`src/rtl/sram_arbiter_pkg.sv`:
```
// rtl/sram_arbiter_pkg.sv - shared types and widths for the SRAM arbiter
package sram_arbiter_pkg;

  localparam int SRAM_ADDR_WIDTH = 20;
  localparam int SRAM_DATA_WIDTH = 32;

  typedef enum logic [2:0] {
    IDLE,
    RD_ADDR,
    RD_LATCH,
    WR_SETUP,
    WR_PULSE,
    WR_HOLD
  } SramArbState_t;

  typedef struct packed {
    logic [SRAM_ADDR_WIDTH-1:0]   address;
    logic [SRAM_DATA_WIDTH-1:0]   wdata;
    logic [SRAM_DATA_WIDTH/8-1:0] be;
    logic                         req;
  } SramPortReq_t;

  // Arbitration happens while idle and in the final cycle of every access.
  function automatic logic isArbPoint(SramArbState_t s);
    return (s == IDLE) || (s == RD_LATCH) || (s == WR_HOLD);
  endfunction

endpackage

```
`src/rtl/sram_arb_fairness.sv`:
```
// rtl/sram_arb_fairness.sv - scan-out priority grant with a bounded VGA burst so the renderer
// always makes progress
module sram_arb_fairness #(
  parameter int MAX_VGA_BURST = 4
) (
  input  logic clk,
  input  logic rst,
  input  logic vga_req,
  input  logic rnd_req,
  input  logic arb_point,
  output logic grant_vga,
  output logic grant_rnd
);

  logic [3:0] burstCnt;
  logic       burstFull;

  assign burstFull = (burstCnt >= 4'(MAX_VGA_BURST));

  always_comb begin
    grant_vga = 1'b0;
    grant_rnd = 1'b0;
    if (arb_point) begin
      if (vga_req && !(rnd_req && burstFull)) grant_vga = 1'b1;
      else if (rnd_req)                       grant_rnd = 1'b1;
    end
  end

  // Only VGA grants that make the renderer wait count toward the burst.
  always_ff @(posedge clk or negedge rst) begin
    if (!rst)                       burstCnt <= '0;
    else if (grant_vga && rnd_req)  burstCnt <= burstCnt + 4'd1;
    else if (grant_vga || grant_rnd) burstCnt <= '0;
  end

endmodule

```
`src/rtl/sram_arbiter.sv`:
```
// rtl/sram_arbiter.sv - shares one async SRAM between VGA scan-out reads and renderer writes.
// Defining SRAM_ARBITER_STATS_EN adds access counters and a worst-case renderer stall register.
module sram_arbiter
  import sram_arbiter_pkg::*;
#(
  parameter int ADDR_W        = SRAM_ADDR_WIDTH,
  parameter int DATA_W        = SRAM_DATA_WIDTH,
  parameter int MAX_VGA_BURST = 4
) (
  input  logic                  clk,
  input  logic                  rst,
  input  logic                  vga_req,
  input  logic [ADDR_W-1:0]     vga_addr,
  output logic [DATA_W-1:0]     vga_rdata,
  output logic                  vga_done,
  input  logic                  rnd_req,
  input  logic [ADDR_W-1:0]     rnd_addr,
  input  logic [DATA_W-1:0]     rnd_wdata,
  input  logic [DATA_W/8-1:0]   rnd_be,
  output logic                  rnd_done,
  output logic [ADDR_W-1:0]     sram_addr,
  output logic [DATA_W-1:0]     sram_dq_o,
  output logic                  sram_dq_oe,
  input  logic [DATA_W-1:0]     sram_dq_i,
  output logic                  sram_ce_n,
  output logic                  sram_oe_n,
  output logic                  sram_we_n,
  output logic [DATA_W/8-1:0]   sram_be_n
`ifdef SRAM_ARBITER_STATS_EN
  ,
  input  logic                  stat_clr,
  output logic [31:0]           stat_vga_cnt,
  output logic [31:0]           stat_rnd_cnt,
  output logic [7:0]            stat_stall_max
`endif
);

  SramArbState_t state, nextState;
  logic          arbPoint, grantVga, grantRnd;

  assign arbPoint = isArbPoint(state);

  sram_arb_fairness #(.MAX_VGA_BURST(MAX_VGA_BURST)) u_fairness (
    .clk       (clk),
    .rst       (rst),
    .vga_req   (vga_req),
    .rnd_req   (rnd_req),
    .arb_point (arbPoint),
    .grant_vga (grantVga),
    .grant_rnd (grantRnd)
  );

  always_ff @(posedge clk or negedge rst) begin
    if (!rst) state <= IDLE;
    else      state <= nextState;
  end

  always_comb begin
    nextState = state;
    unique case (state)
      IDLE, RD_LATCH, WR_HOLD:
        nextState = grantVga ? RD_ADDR : (grantRnd ? WR_SETUP : IDLE);
      RD_ADDR:  nextState = RD_LATCH;
      WR_SETUP: nextState = WR_PULSE;
      WR_PULSE: nextState = WR_HOLD;
      default:  nextState = IDLE;
    endcase
  end

  // Pins are registered from nextState so every strobe is glitch-free and aligned to its state.
  always_ff @(posedge clk or negedge rst) begin
    if (!rst) begin
      sram_addr  <= '0;
      sram_dq_o  <= '0;
      sram_dq_oe <= 1'b0;
      sram_ce_n  <= 1'b1;
      sram_oe_n  <= 1'b1;
      sram_we_n  <= 1'b1;
      sram_be_n  <= '1;
      vga_rdata  <= '0;
      vga_done   <= 1'b0;
      rnd_done   <= 1'b0;
    end else begin
      sram_ce_n  <= (nextState == IDLE);
      sram_oe_n  <= !((nextState == RD_ADDR) || (nextState == RD_LATCH));
      sram_we_n  <= (nextState != WR_PULSE);
      sram_dq_oe <= (nextState == WR_SETUP) || (nextState == WR_PULSE) || (nextState == WR_HOLD);
      vga_done   <= (state == RD_LATCH);
      rnd_done   <= (state == WR_HOLD);
      if (state == RD_LATCH) vga_rdata <= sram_dq_i;
      if (nextState == RD_ADDR) begin
        sram_addr <= vga_addr;
        sram_be_n <= '0;
      end else if (nextState == WR_SETUP) begin
        sram_addr <= rnd_addr;
        sram_dq_o <= rnd_wdata;
        sram_be_n <= ~rnd_be;
      end else if (nextState == IDLE) begin
        sram_be_n <= '1;
      end
    end
  end

`ifdef SRAM_ARBITER_STATS_EN
  logic [7:0] rndWait;
  logic       inWrite;

  assign inWrite = (state == WR_SETUP) || (state == WR_PULSE) || (state == WR_HOLD);

  // rndWait counts renderer cycles spent waiting; it is sampled into the maximum at grant.
  always_ff @(posedge clk or negedge rst) begin
    if (!rst) begin
      rndWait        <= '0;
      stat_vga_cnt   <= '0;
      stat_rnd_cnt   <= '0;
      stat_stall_max <= '0;
    end else begin
      if (grantRnd)
        rndWait <= '0;
      else if (rnd_req && !inWrite && rndWait != 8'hFF)
        rndWait <= rndWait + 8'd1;
      if (stat_clr) begin
        stat_vga_cnt   <= '0;
        stat_rnd_cnt   <= '0;
        stat_stall_max <= '0;
      end else begin
        stat_vga_cnt <= stat_vga_cnt + {31'd0, vga_done};
        stat_rnd_cnt <= stat_rnd_cnt + {31'd0, rnd_done};
        if (grantRnd && rndWait > stat_stall_max) stat_stall_max <= rndWait;
      end
    end
  end
`endif

endmodule
```
`config.mk`:
```
export PLATFORM = sky130hd
export DESIGN_NAME = sram_arbiter
export DESIGN_NICKNAME = d
export VERILOG_FILES = /design/src/rtl/sram_arbiter_pkg.sv /design/src/rtl/sram_arb_fairness.sv /design/src/rtl/sram_arbiter.sv
export SDC_FILE = /design/constraint.sdc
export NUM_CORES = 1
export LEC_CHECK = 0
export CELL_PAD_IN_SITES_DETAIL_PLACEMENT = 1
export CELL_PAD_IN_SITES_GLOBAL_PLACEMENT = 2
export CORE_AREA = 2 2 132 134
export CTS_CLUSTER_DIAMETER = 200
export DETAILED_ROUTE_END_ITERATION = 8
export DIE_AREA = 0 0 134 136
export HOLD_SLACK_MARGIN = 0.02
export PLACE_DENSITY_LB_ADDON = 0.1
export SLEW_MARGIN = 20
export SYNTH_ARGS = -nofsm -noshare
export SYNTH_HDL_FRONTEND = slang
export SYNTH_HIERARCHICAL = 1
export SYNTH_SLANG_ARGS = --single-unit
```
`constraint.sdc`:
```
create_clock -name clk -period 2.8 [get_ports clk]
set_clock_uncertainty 0.1 [all_clocks]
set_input_delay 0.42 -clock clk [delete_from_list [all_inputs] [get_ports clk]]
set_output_delay 0.42 -clock clk [all_outputs]
set_load 0.005 [all_outputs]
```
-- After elaboration in Yosys (flattened, before gate mapping)
Index checks and enable logic that the tools add are counted.
- multiply operators: 0
- multiplexer cells: 15
- magnitude comparators: 1
- bitwise logic cells: 2
- $add $sub $neg: 1
- equality and inequality tests: 11
- div/mod/pow operators: 0
- reduce and logical (&&, ||, !) cells: 18
- shifts and indexed selects: 0
- operator list (cell ; number):
    $mux 20 ; 2
    $mux 4 ; 5
    $eq 3x2->1 const B ; 4
    $eq 3x3->1 const B ; 4
    $pmux 3 s4 ; 1
    $eq 3x1->1 const B ; 2
    $logic_not 3->1 ; 2
    $logic_or 1x1->1 ; 6
    $mux 1 ; 5
    $add 4x1->4 const B ; 1
    $ge 4x3->1 const B ; 1
    $mux 2 ; 2
    $not 4->4 ; 1
    $reduce_bool 2->1 ; 2
    $logic_and 1x1->1 ; 3
    $ne 3x3->1 const B ; 1
    $reduce_bool 3->1 ; 1
    $reduce_or 3->1 ; 1
    $logic_not 1->1 ; 2
    $reduce_and 2->1 ; 1
    $not 1->1 ; 1
- output and inout port bits: 94
- memories kept: 0
- bits in registers: 101
- latch bits: 0
- word-level logic and storage cells: 60
- RAM bits: 0
- bits in read-only memories: 0

-- Depth between registers and ports, before layout
- depth after elaboration: 13
- mapped depth: 9
- depth with buffers taken out: 7

-- Modules after synthesis
The synthesis kept the hierarchy.
- modules (own cells, without submodules) (module ; area an instance (µm²) ; seq. area each (µm²) ; times used ; cells an instance):
    sram_arbiter ; 3898.7 ; 2436.1 ; 1 ; 244
    sram_arb_fairness ; 206.4 ; 100.1 ; 1 ; 18

-- Worst setup path after synthesis
OpenSTA, ideal clock, no wires.
- kind: flip-flop to flip-flop
- from: register state[0]
- to: register sram_addr[4]
- setup time: 125 ps
- arrival time: 2215 ps
- stages on the path, launching flop included: 9
- clock period less this slack: 2440 ps
- data required time: 2575 ps
- setup slack: 360 ps
- path buffers: 3
- path through: dfrtp_1 > buf_2 > or2_4 > nand2_1 > and3_1 > buf_2 > clkbuf_1 > mux2_2 > mux2_2
- elaborated cells on any way between the ends: 18
- RTL lines (element ; line ; source):
    start: declaration ; sram_arbiter.sv:38 ; SramArbState_t state, nextState;
    start signal: assignment ; sram_arbiter.sv:55 ; else state <= nextState;
    $eq 3x2->1 / $logic_not 3->1 (equally long branches) ; sram_arbiter_pkg.sv:25 ; return (s == IDLE) || (s == RD_LATCH) || (s == WR_HOLD);
    $logic_or 1x1->1 ; sram_arbiter_pkg.sv:25 ;
    $logic_or 1x1->1 (*) ; sram_arbiter_pkg.sv:25 ;
    net arbPoint ; sram_arbiter.sv:39 ; logic arbPoint, grantVga, grantRnd;
    $mux 1 (*) ; sram_arb_fairness.sv:23 ; if (arb_point) begin
    net grantVga ; sram_arbiter.sv:39 ;
    $mux 2 (*) ; sram_arbiter.sv:62 ; nextState = grantVga ? RD_ADDR : (grantRnd ? WR_SETUP : IDLE);
    $pmux 3 s4 (*) ; sram_arbiter.sv:60 ; unique case (state)
    $eq 3x1->1 / $eq 3x2->1 (equally long branches) ; sram_arbiter.sv:91, sram_arbiter.sv:94 ;
    $mux 20 / $reduce_bool 2->1 (equally long branches) ; - ;
    end signal: assignment ; sram_arbiter.sv:92 ; sram_addr <= vga_addr;
    end signal: assignment ; sram_arbiter.sv:95 ; sram_addr <= rnd_addr;
    end: declaration ; sram_arbiter.sv:21 ; output logic [ADDR_W-1:0] sram_addr,
The timed path passes the listed nets; every way through them passes the cells marked *.
A chain may end at the register's enable or synchronous reset.

-- Worst setup path after layout
- from: register state[2]
- to: register sram_addr[5]
The elaborated chain is that of the path after synthesis.

==> results_tabular.tex <==
\begin{tabular}{lr}
\hline
Metric & Value \\
\hline
\multicolumn{2}{l}{\textbf{Status}} \\
\quad Run status & completed \\
\multicolumn{2}{l}{\textbf{Clock network}} \\
\quad Clock buffer depth & 2 \\
\quad Number of H-tree levels & 3 \\
\quad CTS tree & yes \\
\quad Clock root buffer & clkbuf\_16 \\
\quad Number of gates resized after cts & 0 \\
\quad Cts bufs inserted & 9 \\
\quad Clock transition at the registers of the reported paths & 0.07 ns \\
\quad Post-CTS setup buffer count & 0 \\
\quad Total number of clock tree sinks & 101 \\
\quad Clk Latency, worst-skew pair & 0.35 ns \\
\quad Total of hold buffers inserted after clock tree synthesis & 0 \\
\multicolumn{2}{l}{\textbf{Timing}} \\
\quad Max transition margin & 50.6\% \\
\quad FMAX & 406 MHz \\
\quad Final period util & 87.9\% \\
\quad Max-slew violation count & 0 \\
\quad Transition time of the tightest slew-check pin & 0.741 ns \\
\quad Total count of hold-check failures in the final report & 0 \\
\quad Minimum hold slack & 0.0144 ns \\
\quad Clock period minus final worst setup slack & 2.46 ns \\
\quad Number of endpoints failing setup at the final stage & 0 \\
\quad Unrepaired setup endpoints after global routing & false \\
\quad Setup TNS after final layout & 0 ns \\
\multicolumn{2}{l}{\textbf{Floorplanning}} \\
\quad Area inside the core boundary & 16900 µm² \\
\quad Row cnt & 48 \\
\quad Total Die Area & 18200 µm² \\
\quad Die Height & 136 µm \\
\quad Die width & 134 µm \\
\quad Initial Util & 24.3\% \\
\quad I/O pin cnt & 206 \\
\multicolumn{2}{l}{\textbf{Setup path}} \\
\quad Kind of start point of the critical path & flop \\
\quad Start point of the critical path & state[2] \\
\quad Crit path DAT & 2.59 ns \\
\quad Critical path start-end classification & reg2reg \\
\quad Crit path required time & 2.93 ns \\
\quad Critical path capture point type & flop \\
\quad Path depth of the worst reg2reg path & 6 \\
\quad Startpoint of the worst register-to-register path & state[2] \\
\quad Worst-path fanout max & 24 \\
\quad R2R Path End & sram\_addr[5] \\
\quad Minimum setup slack among reg-to-reg paths & 0.34 ns \\
\multicolumn{2}{l}{\textbf{Global route}} \\
\quad Via count of the first global-routing pass & 3332 \\
\quad Antenna violations before repair & 0 \\
\quad Total grt overflow & 0 \\
\quad GRT Overall Usage & 12.7\% \\
\quad First-pass GRT wire length & 17.9 mm \\
\quad Maximum number of pins on one net before global-route repair & 54 \\
\multicolumn{2}{l}{\textbf{Drt}} \\
\quad Count of antenna-violating nets left after detailed routing & 0 \\
\quad Per-cell routed wire length & 16.0 µm \\
\quad Detailed-routing iteration count for the pre-antenna-repair pass & 5 \\
\quad First DRT Iteration DRCs & 76 \\
\quad Via Count & 2999 \\
\quad DRC violation count after routing & 0 \\
\quad Routed WL & 11.3 mm \\
\quad Via density per instance & 4.25 \\
\multicolumn{2}{l}{\textbf{Yosys}} \\
\quad Async SR Flop Fraction & 100\% \\
\quad Flip-flop and latch count after synthesis & 101 \\
\quad Synth Area per Inst & 15.7 µm² \\
\quad Post-synthesis cell count & 262 \\
\quad Summed instance area of the synthesized netlist & 4110 µm² \\
\quad Share of synthesized area occupied by flip-flops and latches & 61.8\% \\
\quad Most instantiated flip-flop cell in the synthesis netlist & dfrtp\_1 \\
\quad Count of flip-flops with a built-in enable after synthesis & 0 \\
\quad Count of different cell masters after synthesis & 35 \\
\quad Post-synthesis net count & 375 \\
\quad Total of warnings raised by yosys & 6 \\
\multicolumn{2}{l}{\textbf{Cells and area}} \\
\quad Fin nets & 588 \\
\quad Fraction of final layout cells sized beyond drive strength 1 & 24.2\% \\
\quad Count of fill cells added during filler insertion & 1773 \\
\quad Layout overhead on the synthesized area & 65.9\% \\
\quad Inserted Diodes & 0 \\
\quad Post-route insts no fill & 705 \\
\multicolumn{2}{l}{\textbf{Run}} \\
\quad Max-capacitance violation count & 0 \\
\multicolumn{2}{l}{\textbf{Placed design}} \\
\quad Number of cells in the design after placement & 689 \\
\quad Routability cong. & 0.710 \\
\quad PortBufs & 205 \\
\quad HPWL after detailed placement & 8.33 mm \\
\multicolumn{2}{l}{\textbf{Pwr}} \\
\quad Worst VDD drop & 0.000412 V \\
\quad Pwr/cell area & 1070 nW/µm² \\
\quad Leakage power figure & 2.77 nW \\
\multicolumn{2}{l}{\textbf{Min path}} \\
\quad Worst min path class & in2async \\
\hline
\end{tabular}
[placed cells by master (no fill, tap or decap), types with 2 or more instances in the layout]
cell type        Yosys  final
nand2b_1             4      4
clkbuf_16            0      9
mux2_1              25     25
bufinv_16            0      3
buf_12               0      3
nand3b_1             2      2
o21ai_0              3      3
inv_1                7      7
buf_4                2      7
nor2_1               2      2
clkdlybuf4s50_1      0    204
nand2_1              2      2
mux2_2              79     79
a222oi_1             4      4
dfstp_2              7      7
clkbuf_1             2      2
dfrtp_1             94     94
[kinds of logic after synthesis]
kind of cell    count (synthesis)  synth area share, %
flops                         101                 61.8
buf+inv                        19                 2.62
compound gates                 19                 3.78
mux                           104                 28.5
simple gates                   18                 2.99
fa+ha+maj                       1                0.305
[cell type report]
type | count | area [µm²] | share of cell area, %
Tap cell | 225 | 282 | 4.13
Clock inverter | 5 | 106 | 1.56
Clock buffer | 11 | 233 | 3.42
Sequential cell | 101 | 2540 | 37.2
Multi-Input combinational cell | 142 | 1470 | 21.6
Inverter | 7 | 26.3 | 0.386
Timing Repair Buffer | 214 | 2150 | 31.6
[layer usage]
layer	global-route usage, %	vias up	part of all wire, %
met4	5.14	0	1.7
met2	20.0	132	46
met1	14.9	1484	41
met3	6.15	12	11
met5	0	-	0
li1	-	1371	-
[metrics by stage]
step	area [µm²]	util, %	setup WS [ns]	power [mW]
3_3_place_gp	6470	38.3	0.344	5.91
3_5_place_dp	6470	38.3	0.332	5.97
4_1_cts	6810	40.3	0.334	7.47
2_1_floorplan	4110	-	0.360	4.01
5_1_grt	6810	40.3	0.198	7.83
6_report	6810	40.3	0.339	7.30
[state kept, by name, indices dropped and copies added (netlist names)]
| register | flops |
|---|---|
| vga_rdata | 32 |
| sram_ce_n | 1 |
| sram_oe_n | 1 |
| sram_addr | 20 |
| u_fairness/burstCnt | 4 |
| rnd_done | 1 |
| sram_dq_o | 32 |
| sram_dq_oe | 1 |
| state | 3 |
| sram_be_n | 4 |
| sram_we_n | 1 |
| vga_done | 1 |
[worst max-delay path, stage by stage, from the launching register on]
cell     delay (ns)
dfrtp_1        0.48
or2_4          0.30
nand2_1        0.23
and3_1         0.26
buf_4          0.33
mux2_2         0.38
mux2_2         0.26
[synthesized netlist by cell type (2+ instances only)]
library cell	instances	share of area, %
nand3b_1	2	0.37
nand2_1	2	0.18
a21oi_1	2	0.24
buf_6	3	0.82
inv_1	7	0.64
nand2b_1	4	0.61
clkbuf_1	2	0.18
mux2_1	25	6.9
buf_2	5	0.61
o21ai_0	3	0.37
buf_4	2	0.37
nor2_1	2	0.18
mux2_2	79	22
dfstp_2	7	4.5
a222oi_1	4	0.98
dfrtp_1	94	57
[power breakdown]
group          internal (mW)  switching [mW]  leakage, nW  total, mW
Combinational           2.20            1.10         1.40       3.30
Clock                  0.878           0.552        0.160       1.43
Sequential              2.22           0.360         1.20       2.58
[worst max path at each step]
| stage | to | slack [ns] | cells past startpoint |
|---|---|---|---|
| 6_report | sram_addr[5] | 0.34 | 6 |
| 5_1_grt | sram_addr[3] | 0.20 | 6 |
| 4_1_cts | sram_addr[5] | 0.33 | 6 |
| 3_5_place_dp | sram_dq_o[31] | 0.33 | 7 |
| 3_3_place_gp | sram_addr[16] | 0.34 | 6 |
| 2_1_floorplan | sram_addr[4] | 0.36 | 8 |
Note: power is estimated with default switching activity, not from simulation.
